File: src/rtl/imem_loader.sv
// rtl/imem_loader.sv - framed byte-stream loader for the instruction memory write port
//
// Purpose: accepts a frame {LEN_LO, LEN_HI, N*4 payload bytes, XOR checksum}
// over a valid/ready byte handshake, packs payload bytes little-endian into
// 32-bit words, and writes them to consecutive word addresses from BASE_ADDR.
// CpuHold stays high until a frame completes with a matching checksum.
//
// Ports:
//   clk, rst_n           clock (rising edge), asynchronous active-low reset
//   Start                begin a load (honoured in IDLE, DONE, ERROR)
//   ByteIn, ByteValid    stream byte and its valid
//   ByteReady            registered ready; a byte moves on ByteValid & ByteReady
//   WrEn, WrAddr, WrData imem write strobe (one cycle per word), byte address, word
//   WordCount            words written in the current/last load
//   CpuHold              1 = keep the CPU stalled
//   Done, Error          sticky load result flags
module imem_loader #(
  parameter int          DEPTH_WORDS = 37,
  parameter logic [31:0] BASE_ADDR   = 32'h0
) (
  input  logic        clk,
  input  logic        rst_n,
  input  logic        Start,
  input  logic [7:0]  ByteIn,
  input  logic        ByteValid,
  output logic        ByteReady,
  output logic        WrEn,
  output logic [31:0] WrAddr,
  output logic [31:0] WrData,
  output logic [15:0] WordCount,
  output logic        CpuHold,
  output logic        Done,
  output logic        Error
);

  localparam logic [2:0] S_IDLE   = 3'd0;
  localparam logic [2:0] S_LEN_LO = 3'd1;
  localparam logic [2:0] S_LEN_HI = 3'd2;
  localparam logic [2:0] S_DATA   = 3'd3;
  localparam logic [2:0] S_CHECK  = 3'd4;
  localparam logic [2:0] S_DONE   = 3'd5;
  localparam logic [2:0] S_ERROR  = 3'd6;

  localparam logic [15:0] DEPTH16 = 16'(DEPTH_WORDS);

  logic [2:0]  state;
  logic [2:0]  next_state;
  logic [7:0]  len_lo;
  logic [15:0] len;
  logic [15:0] len_full;
  logic [1:0]  lane;
  logic [23:0] byte_buf;
  logic [7:0]  csum;
  logic        xfer;
  logic        start_ok;
  logic        last_word;

  assign xfer      = ByteValid & ByteReady;
  assign start_ok  = Start & ((state == S_IDLE) | (state == S_DONE) | (state == S_ERROR));
  assign len_full  = {ByteIn, len_lo};
  assign last_word = (WordCount + 16'd1) == len;

  always_comb begin
    next_state = state;
    case (state)
      S_IDLE:   if (Start) next_state = S_LEN_LO;
      S_LEN_LO: if (xfer) next_state = S_LEN_HI;
      S_LEN_HI: if (xfer) begin
        if (len_full == 16'd0 || len_full > DEPTH16) next_state = S_ERROR;
        else                                         next_state = S_DATA;
      end
      // Leave DATA on the edge that takes the last payload byte, so the
      // final write strobe overlaps the first CHECK cycle.
      S_DATA:   if (xfer && lane == 2'd3 && last_word) next_state = S_CHECK;
      S_CHECK:  if (xfer) next_state = (ByteIn == csum) ? S_DONE : S_ERROR;
      S_DONE:   if (Start) next_state = S_LEN_LO;
      S_ERROR:  if (Start) next_state = S_LEN_LO;
      default:  next_state = S_IDLE;
    endcase
  end

  always_ff @(posedge clk or negedge rst_n) begin
    if (!rst_n) begin
      state     <= S_IDLE;
      ByteReady <= 1'b0;
      WrEn      <= 1'b0;
      WrAddr    <= 32'h0;
      WrData    <= 32'h0;
      WordCount <= 16'd0;
      CpuHold   <= 1'b1;
      Done      <= 1'b0;
      Error     <= 1'b0;
      len_lo    <= 8'h0;
      len       <= 16'd0;
      lane      <= 2'd0;
      byte_buf  <= 24'h0;
      csum      <= 8'h0;
    end else begin
      state <= next_state;
      // Status outputs are decoded from the next state so they change
      // together with the state register.
      ByteReady <= (next_state == S_LEN_LO) | (next_state == S_LEN_HI) |
                   (next_state == S_DATA)   | (next_state == S_CHECK);
      Done      <= (next_state == S_DONE);
      Error     <= (next_state == S_ERROR);
      CpuHold   <= (next_state != S_DONE);
      WrEn      <= 1'b0;

      if (start_ok) begin
        csum      <= 8'h0;
        WordCount <= 16'd0;
        lane      <= 2'd0;
      end

      case (state)
        S_LEN_LO: if (xfer) len_lo <= ByteIn;
        S_LEN_HI: if (xfer) begin
          len  <= len_full;
          lane <= 2'd0;
        end
        S_DATA: if (xfer) begin
          csum <= csum ^ ByteIn;
          lane <= lane + 2'd1;
          case (lane)
            2'd0: byte_buf[7:0]   <= ByteIn;
            2'd1: byte_buf[15:8]  <= ByteIn;
            2'd2: byte_buf[23:16] <= ByteIn;
            default: begin
              WrEn      <= 1'b1;
              WrData    <= {ByteIn, byte_buf};
              WrAddr    <= BASE_ADDR + {14'b0, WordCount, 2'b00};
              WordCount <= WordCount + 16'd1;
            end
          endcase
        end
        default: ;
      endcase
    end
  end

endmodule
File: config.mk
export PLATFORM = sky130hd
export DESIGN_NAME = imem_loader
export DESIGN_NICKNAME = d
export VERILOG_FILES = /design/src/rtl/imem_loader.sv
export SDC_FILE = /design/constraint.sdc
export NUM_CORES = 1
export LEC_CHECK = 0
export BUFFER_PORTS_ARGS = -buffer_cell sky130_fd_sc_hd__buf_2
export CAP_MARGIN = 20
export CORE_UTILIZATION = 46
export CTS_CLUSTER_SIZE = 30
export DETAILED_ROUTE_END_ITERATION = 12
export GPL_TIMING_DRIVEN = 0
export PLACE_DENSITY = 0.67
export SLEW_MARGIN = 30
export SYNTH_ARGS = -nofsm -noshare
export SYNTH_HDL_FRONTEND = slang
export SYNTH_SLANG_ARGS = --single-unit
File: constraint.sdc
create_clock -name clk -period 4.4 [get_ports clk]
set_input_delay 0.88 -clock clk [delete_from_list [all_inputs] [get_ports clk]]
set_output_delay 0.88 -clock clk [all_outputs]
set_load 0.005 [all_outputs]
==> flow_summary_export.csv <==
group,metric,value,unit
synth,synth_cell_types,57,
timing,maxSlewViolCount,0,
floorplan,fp.dieW,118,um
drt,ant_nets,0,
global_route,grt.overflow.total,0,
power_and_ir_drop,max-vdd-ir-drop,0.000345,V
clocking,cts_resized,0,
timing,slew_headroom,49.7,%
setup_path,worst-endpoint-arrival,2.96,ns
hold_path,hold_class,"primary input to asynchronous set/reset pin",
drt,dr.first_iter.drc_count,297,
placement,io_buffers,72,
synth,netlist_area,0.00614,sq mm
synth,synth_edf_count,0,
floorplan,pin_count,97,
timing,setup_viol,0,
setup_path,crit_required,4.69,ns
placement,placed_cell_area,0.00681,sq mm
placement,place.gp.congestion,0.868,
synth,postSynthCellCount,636,
timing,fmax,373,MHz
clocking,postCtsHoldBufs,0,
timing,finalHoldViolCount,0,
drt,dr_total_vias,4802,
setup_path,r2r_cells,7,
timing,fin_crit_sh,60.9,%
synth,postSynthAreaPerCell,9.65,sq um
synth,ys_seq_area_share,53.0,%
global_route,grt_pass1_vias,4685,
global_route,grt_usage,21.8,%
clocking,cts_setup_buffers,0,
setup_path,cp-start-kind,"register",
drt,wl_per_cell,15.4,um
clocking,cts_buffers,17,
timing,grt_setup_unrepaired,"no",
floorplan,die_y,118,um
power_and_ir_drop,power_frac_comb,25.3,%
power_and_ir_drop,p_leak,3.80,nW
setup_path,crit_slowest_cell,"dfrtp_1",
clocking,clk_pin_slew,0.06,ns
floorplan,start_util,47.9,%
placement,dp.cells,896,
clocking,clkSinkCount,130,
synth,ys_seq_elements,130,
setup_path,path_cells,"ha_1 -> nand3_4 -> or2_4 -> o41ai_2 -> nand4_1 -> a2111oi_4 -> o21ai_0",
cells_and_area,drive_gt1_share,23.7,%
global_route,grt_pass1_wl,23600,um
power_and_ir_drop,power.share.clock,32.3,%
clocking,h-tree-depth,4,
power_and_ir_drop,p_sw_share,31.0,%
timing,tightest_slew,0.751,ns
setup_path,r2r_start,"WordCount[0]",
setup_path,end_kind,"register",
run_status,status,"finished clean",
cells_and_area,fin_cells,928,
clocking,clock_latency,0.42,ns
floorplan,row_count,41,
cells_and_area,syn2layout_area_growth,20.9,%
synth,ys_warn_count,0,
timing,post-route-min-period,2.68,ns
setup_path,cp_num_buf_inv,0,
cells_and_area,antenna_cells,0,
power_and_ir_drop,p_per_area,603,mW/mm^2
setup_path,worstSetupPathType,"register to register",
synth,async_flop_share,100,%
global_route,grt_max_degree,78,
setup_path,r2r_setup_slack,1.72,ns
floorplan,die_area,0.0138,sq mm
power_and_ir_drop,power_switching,0.00139,W
cells_and_area,fin_nets,761,
setup_path,path_max_fanout,10,
drt,drt-pass1-iter-count,4,
setup_path,timing.rr.end,"state[0]",
setup_path,slowest_delay,0.51,ns
floorplan,core_area,0.0128,sq mm
setup_path,cpLargestDelayFamily,"compound AO/OA/AOI/OAI gates",
power_and_ir_drop,power_frac_seq,42.4,%
clocking,cts_buffer_depth,2,
timing,fin_skew,0.00516,ns
synth,ys.flop_type,"dfrtp_1",
power_and_ir_drop,p_int,0.00308,W
clocking,cts_tree,"yes",
drt,wirelength,14300,um
timing,fin_setup_tns,0,ns
placement,hpwl,9750,um
drt,via_per_inst,5.17,
global_route,antenna_found_initial,0,
clocking,cts_root_buffer,"clkbuf_16",
flow_run,drv_cap,0,
cells_and_area,final_area,0.00742,sq mm
drt,post-route-drc-count,0,
[registers in the layout, indices dropped and copies added (netlist names)]
signal and flops:
lane 2, len_lo 8, WrEn 1, state 3, WrAddr 16, WrData 32, Done 1, Error 1
byte_buf 24, len 16, CpuHold 1, WordCount 16, ByteReady 1, csum 8
[cells by family after synthesis]
group | share of synthesized area [%]
adders and majority gates | 1.22
AOI/OAI and AO/OA | 8.56
and+or+nand+nor | 20.3
other | 0.0611
buffers and inverters | 5.50
xor gates and xnor gates | 4.99
muxes | 6.36
DFF | 53.0
[cells in the final DEF, fill, tap and decap left out, types with 4 or more instances in the layout]
master | netlist | routed
conb_1 | 1 | 16
buf_4 | 16 | 16
o21ai_0 | 43 | 43
xnor2_1 | 17 | 17
nand4_1 | 5 | 5
buf_2 | 5 | 76
mux2_2 | 32 | 32
nand3_1 | 9 | 9
nor2_1 | 27 | 27
a21oi_1 | 10 | 10
clkbuf_16 | 0 | 17
ha_1 | 6 | 6
clkbuf_1 | 24 | 24
xor2_1 | 18 | 18
nand2_1 | 213 | 213
dfrtp_1 | 129 | 129
inv_1 | 8 | 8
buf_6 | 6 | 6
clkinv_2 | 0 | 5
nor4_1 | 5 | 5
clkinv_4 | 0 | 4
[worst max path at each step]
stage	startpoint	endpoint	cells after the start
after detailed placement	ByteValid	WrData[26]	9
after global routing	state[2]	WrData[26]	9
after CTS	WordCount[0]	state[0]	7
after floorplan	ByteIn[1]	Error	7
after global placement	rst_n	WrData[25]	1
final	WordCount[0]	state[0]	7
[routing by layer]
layer / track usage, % / wire length, um / vias to the layer above
met5: 0 / 0 / -
met3: 4.60 / 779 / 19
met1: 28.4 / 6440 / 2349
li1: - / - / 2297
met2: 35.1 / 6830 / 137
met4: 9.78 / 222 / 0
[through the flow]
stage	total power (W)	utilization, %	hold WS, ns	setup WS (ns)
2_1_floorplan	0.00263	-	0.433	1.87
3_3_place_gp	0.00296	52.8	0.446	0.791
3_5_place_dp	0.00304	53.1	0.457	1.34
4_1_cts	0.00451	57.9	0.377	1.76
5_1_grt	0.00474	57.9	0.399	1.60
6_report	0.00447	57.9	0.370	1.72
[cells in the mapped netlist (2+ instances only)]
cell      count  area share [%]
a21oi_1      10            0.82
a22o_1        2            0.29
a22oi_1       2            0.24
a31oi_1       2            0.20
and2_1        2            0.20
and3_1        3            0.31
buf_2         5            0.41
buf_4        16             2.0
buf_6         6             1.1
clkbuf_1     24             1.5
dfrtp_1     129              53
ha_1          6             1.2
inv_1         8            0.49
mux2_2       32             5.9
mux2i_1       3            0.49
nand2_1     213              13
nand3_1       9            0.73
nand3b_1      2            0.24
nand4_1       5            0.51
nand4_2       2            0.41
nor2_1       27             1.7
nor2b_1       2            0.20
nor3_1        3            0.24
nor4_1        5            0.51
o211ai_1      3            0.37
o21a_1        2            0.24
o21ai_0      43             3.5
o311ai_0      2            0.29
o31ai_1       2            0.24
o41ai_1       3            0.43
or3_1         3            0.31
or4_1         2            0.24
xnor2_1      17             2.4
xor2_1       18             2.6
[power groups by stage]
stage | Sequential, W | Clock [W] | Combinational [W]
final | 0.00190 | 0.00145 | 0.00113
after global routing | 0.00195 | 0.00152 | 0.00128
after CTS | 0.00190 | 0.00147 | 0.00114
after detailed placement | 0.00191 | 0 | 0.00113
after global placement | 0.00189 | 0 | 0.00108
after floorplan | 0.00186 | 0 | 0.000762
[final cells by class]
type	instances	area [sq um]
fill	1128	5410
sequential	130	3250
multi-input combinational	461	2600
clock buffer	19	453
timing repair buffer	73	398
buffer	52	308
tap	172	215
clock inverter	13	159
inverter	8	30.0
Note: power is estimated with default switching activity, not from simulation.
